File: src/rtl/multi_delay_timer.sv
// N-channel programmable microsecond delay timer with one-shot and periodic modes.
// Each channel derives a microsecond tick from a clock prescaler and pulses done once on expiry.
module multi_delay_timer #(
    parameter int FREQ_MHZ = 50,
    parameter int N_CH     = 4,
    parameter int DELAY_W  = 16
) (
    input  logic                    clk,
    input  logic                    rst,
    input  logic                    enable,
    input  logic [N_CH-1:0]         start,
    input  logic [N_CH-1:0]         abort,
    input  logic [N_CH-1:0]         periodic,
    input  logic [N_CH*DELAY_W-1:0] delay_us,
    output logic [N_CH-1:0]         busy,
    output logic [N_CH-1:0]         done
);

    localparam int PRE_W = (FREQ_MHZ > 1) ? $clog2(FREQ_MHZ) : 1;
    localparam logic [PRE_W-1:0] PRE_LAST = PRE_W'(FREQ_MHZ - 1);

    typedef enum logic {
        IDLE = 1'b0,
        RUN  = 1'b1
    } state_t;

    for (genvar ch = 0; ch < N_CH; ch++) begin : g_ch
        state_t             state;
        logic [PRE_W-1:0]   pre;
        logic [DELAY_W-1:0] us;
        logic [DELAY_W-1:0] tgt;
        logic               pmode;
        logic               busy_q;
        logic               done_q;
        logic [DELAY_W-1:0] dly;
        logic               pre_wrap;
        logic               tc;

        assign dly      = delay_us[ch*DELAY_W +: DELAY_W];
        assign pre_wrap = (pre == PRE_LAST);
        // tgt is never zero while in RUN, so tgt-1 cannot underflow here.
        assign tc       = (state == RUN) && enable && pre_wrap && (us == tgt - DELAY_W'(1));

        always_ff @(posedge clk or posedge rst) begin
            if (rst) begin
                state  <= IDLE;
                busy_q <= 1'b0;
                done_q <= 1'b0;
                pre    <= '0;
                us     <= '0;
                tgt    <= '0;
                pmode  <= 1'b0;
            end else begin
                done_q <= 1'b0;
                if (abort[ch]) begin
                    state  <= IDLE;
                    busy_q <= 1'b0;
                    pre    <= '0;
                    us     <= '0;
                end else if (start[ch]) begin
                    pre <= '0;
                    us  <= '0;
                    if (dly != '0) begin
                        // An interval expiring on the restart edge still reports its done.
                        done_q <= tc;
                        tgt    <= dly;
                        pmode  <= periodic[ch];
                        state  <= RUN;
                        busy_q <= 1'b1;
                    end else begin
                        done_q <= 1'b1;
                        state  <= IDLE;
                        busy_q <= 1'b0;
                    end
                end else if (state == RUN && enable) begin
                    if (tc) begin
                        done_q <= 1'b1;
                        pre    <= '0;
                        us     <= '0;
                        if (pmode && dly != '0) begin
                            tgt <= dly;
                        end else begin
                            state  <= IDLE;
                            busy_q <= 1'b0;
                        end
                    end else if (pre_wrap) begin
                        pre <= '0;
                        us  <= us + DELAY_W'(1);
                    end else begin
                        pre <= pre + PRE_W'(1);
                    end
                end
            end
        end

        assign busy[ch] = busy_q;
        assign done[ch] = done_q;
    end

endmodule

File: config.mk
export PLATFORM = sky130hd
export DESIGN_NAME = multi_delay_timer
export DESIGN_NICKNAME = d
export VERILOG_FILES = /design/src/rtl/multi_delay_timer.sv
export SDC_FILE = /design/constraint.sdc
export NUM_CORES = 1
export LEC_CHECK = 0
export BUFFER_PORTS_ARGS = -buffer_cell sky130_fd_sc_hd__buf_4
export CORE_MARGIN = 4
export CORE_UTILIZATION = 38
export DETAILED_ROUTE_END_ITERATION = 10
export MAX_ROUTING_LAYER = met4
export PLACE_DENSITY = 0.56
export RECOVER_POWER = 25
export SLEW_MARGIN = 40
export SYNTH_ARGS = -nofsm -noshare
export SYNTH_HDL_FRONTEND = slang
export SYNTH_SLANG_ARGS = --single-unit
File: constraint.sdc
create_clock -name clk -period 8.3 [get_ports clk]
set_input_delay 2.075 -clock clk [delete_from_list [all_inputs] [get_ports clk]]
set_output_delay 2.075 -clock clk [all_outputs]
set_load 0.05 [all_outputs]
==> flow_summary.json <==
{
  "fmax_mhz": 213,
  "wl_per_cell_um": 15.7,
  "cts_tree": "yes",
  "holdPathEnd": "g_ch[0].pre[5]",
  "vdd_drop_max_mv": 0.105,
  "layout_min_cycle_time_ns": 4.69,
  "p_int_uw": 1470,
  "layout-drive-gt1-share_pct": 17.9,
  "failed_checks": "capacitance limit, slew limit",
  "leakagePower_uw": 0.00459,
  "viasPerCell": 5.36,
  "antenna_found_initial": 0,
  "seqPwrFrac_pct": 45.7,
  "crit_type": "input port to asynchronous set/reset pin",
  "vias": 7837,
  "setup-violations-final": 0,
  "slew_headroom_pct": -163,
  "post-cts-setup-buffers": 0,
  "reg2regPathDepth": 8,
  "dieArea_mm2": 0.0288,
  "cts_buffer_depth": 2,
  "pwr-share-clk_pct": 38.5,
  "min-delay-start": "g_ch[0].pre[5]",
  "initial_utilization_pct": 39.1,
  "status": "finished, violations left",
  "grt.total_usage_pct": 16.7,
  "power_density_mw_per_mm2": 179,
  "grt_pass1_wl_mm": 38.7,
  "avgSynthCellArea_um2": 9.46,
  "slew_viol_final": 89,
  "ios": 87,
  "yosys_warnings": 0,
  "drt-pass1-iter-count": 5,
  "syn_nets": 1147,
  "drt_first_iter_violations": 324,
  "async_reset_ff_share_pct": 100,
  "power_frac_comb_pct": 15.8,
  "area_growth_pct": 14.8,
  "cts_resized": 0,
  "worstPathArrival_ns": 5.17,
  "cp-start-kind": "input port",
  "nets": 1214,
  "hold_buffers": 0,
  "core_area_mm2": 0.0255,
  "reg2reg_from": "g_ch[1].tgt[2]",
  "place.gp.congestion": 0.793,
  "worstMarginPinSlew_ns": 3.92,
  "port_buffers": 86,
  "finClkSkew_ns": 0.00868,
  "rr_endpoint": "g_ch[1].tgt[11]",
  "syn_area_mm2": 0.00995,
  "wl_mm": 23.0,
  "cp-end-kind": "asynchronous set/reset pin",
  "worstSkewPairLatency_ns": 0.43,
  "netlist_instances": 1052,
  "numClockSinks": 164,
  "fin_util_pct": 44.8,
  "hpwlAfterDp_mm": 16.8,
  "grt_max_degree": 89,
  "period_share_pct": 56.5,
  "synth_edf_count": 0,
  "path_max_fanout": 88,
  "rows": 58,
  "ys_ff_latch": 164,
  "antenna_left": 0,
  "reg2reg_setup_slack_ns": 4.36,
  "total_power_uw": 2040,
  "gr-total-overflow": 0,
  "rsz0062_at_grt": "false",
  "switchingPower_uw": 572,
  "netSwitchingFraction_pct": 28.0,
  "cts_made_buffers": 17,
  "setup_tns_ns": 0,
  "ys_types": 75,
  "hp-class": "flip-flop to flip-flop",
  "hold_violations": 0,
  "path_clk_slew_ns": 0.06,
  "timing.hold.ws_ns": 0.495,
  "h-tree-depth": 4,
  "seq_area_frac_synth_pct": 41.2,
  "grt_pass1_vias": 7606,
  "cap_violations": 1,
  "hold_path_depth": 1,
  "critPathRequiredTime_ns": 8.78,
  "dieHeight_um": 170,
  "cts_root_buf": "clkbuf_16",
  "route.detailed.drc": 0,
  "synth_flop_cell": "dfrtp_1",
  "die-width_um": 170,
  "antenna-diode-count": 0
}
[placed cells by master (no fill, tap or decap), types with 5 or more instances in the layout]
master,instances
nor2_1,124
nand2_1,72
xnor2_1,78
nand3_1,53
or2_2,8
ha_1,16
or3_1,12
and2_1,6
nor2b_1,5
o22ai_1,8
mux2_2,47
and3_1,16
and4_1,8
buf_4,90
nand3b_1,7
inv_1,36
o21ai_0,29
clkbuf_16,17
mux2_1,12
a211oi_1,7
nand4_1,24
mux2_4,10
a21oi_1,28
nor3b_1,6
dfrtp_1,164
nor4_1,34
or4_1,8
clkbuf_8,6
nor3_1,34
xor2_1,62
nand2b_1,10
[metrics by stage]
stage          instance area (um^2)  setup WS (ns)  cells
2_1_floorplan                  9950           1.79   1052
3_3_place_gp                  10800           3.52   1430
3_5_place_dp                  10800           3.44   1430
4_1_cts                       11400           3.91   1462
5_1_grt                       11400           2.89   1462
6_report                      11400           3.61   1462
[power groups by stage]
stage	clock network [uW]	logic (uW)	registers, uW
after global placement	0	319	947
after floorplan	0	251	916
final	786	323	934
after detailed placement	0	326	949
after CTS	809	327	934
after global routing	840	362	946
[critical path, stage by stage]
cell	delay, ns
clkbuf_4	0.11
clkinvlp_2	2.18
buf_6	0.73
[logic make-up after synthesis]
logic type | after synthesis | share of synthesized area [%]
fa+ha+maj | 16 | 2.01
xor+xnor | 140 | 12.3
buf+inv | 81 | 3.63
flops | 164 | 41.2
compound gates | 130 | 8.87
mux | 70 | 8.29
simple gates | 451 | 23.6
[synthesized netlist by cell type, types with 4 or more instances]
master      n  share of area (%)
xor2_1     62                5.5
or4_1       8               0.60
mux2_2     47                5.3
a31oi_1     4               0.25
or2_2       8               0.50
a21oi_1    28                1.4
nand2b_1   10               0.63
inv_1      37                1.4
o21ai_0    29                1.5
a22o_1      4               0.35
a22oi_1     4               0.30
nand4b_1    4               0.35
or3_1      12               0.75
a21o_1      4               0.30
nor4_1     34                2.1
and4_1      8               0.70
nor3_1     34                1.7
nand4_1    24                1.5
and3_1     16                1.0
mux2_1     12                1.4
nand3b_1    7               0.53
buf_2       4               0.20
a311oi_1    4               0.35
clkbuf_1   28                1.1
dfrtp_1   164                 41
o22ai_1     8               0.50
o311ai_0    4               0.35
xnor2_1    78                6.9
and2_1      6               0.38
buf_4       9               0.68
nor2b_1     5               0.31
o211ai_1    4               0.30
ha_1       16                2.0
nor2_1    124                4.7
mux2_4     10                1.5
a211oi_1    7               0.53
nand2_1    72                2.7
nand3_1    53                2.7
nor3b_1     6               0.45
[routing by layer]
| metal | up-vias | wire [um] | part of all wire [%] | global-route usage, % |
|---|---|---|---|---|
| li1 | 3881 | - | - | - |
| met2 | 135 | 10600 | 46 | 25.4 |
| met5 | - | 0 | 0 | - |
| met4 | 0 | 189 | 0.82 | 3.47 |
| met3 | 16 | 793 | 3.5 | 2.90 |
| met1 | 3805 | 11400 | 50 | 23.7 |
[sequential cells by signal, indices dropped and copies added, names as in the netlist]
| signal | count |
|---|---|
| g_ch.pre | 24 |
| g_ch.busy_q | 4 |
| g_ch.done_q | 4 |
| g_ch.pmode | 4 |
| g_ch.us | 64 |
| g_ch.tgt | 64 |
[worst max-delay path by stage]
stage / start / to / slack, ns
floorplan: rst / g_ch[0].busy_q / 1.79
global placement: enable / g_ch[3].tgt[15] / 3.52
detailed placement: enable / g_ch[3].tgt[13] / 3.44
CTS: enable / g_ch[3].tgt[13] / 3.91
global route: rst / g_ch[3].tgt[7] / 2.89
finish: rst / g_ch[3].us[0] / 3.61
[area by class of cell]
class / count / area (um^2)
fill: 2522 / 14100
timing repair buffer: 92 / 694
inverter: 37 / 140
clock buffer: 24 / 512
multi-input combinational: 807 / 5480
clock inverter: 8 / 72.6
sequential: 164 / 4100
tap: 330 / 413
Note: power is estimated with default switching activity, not from simulation.
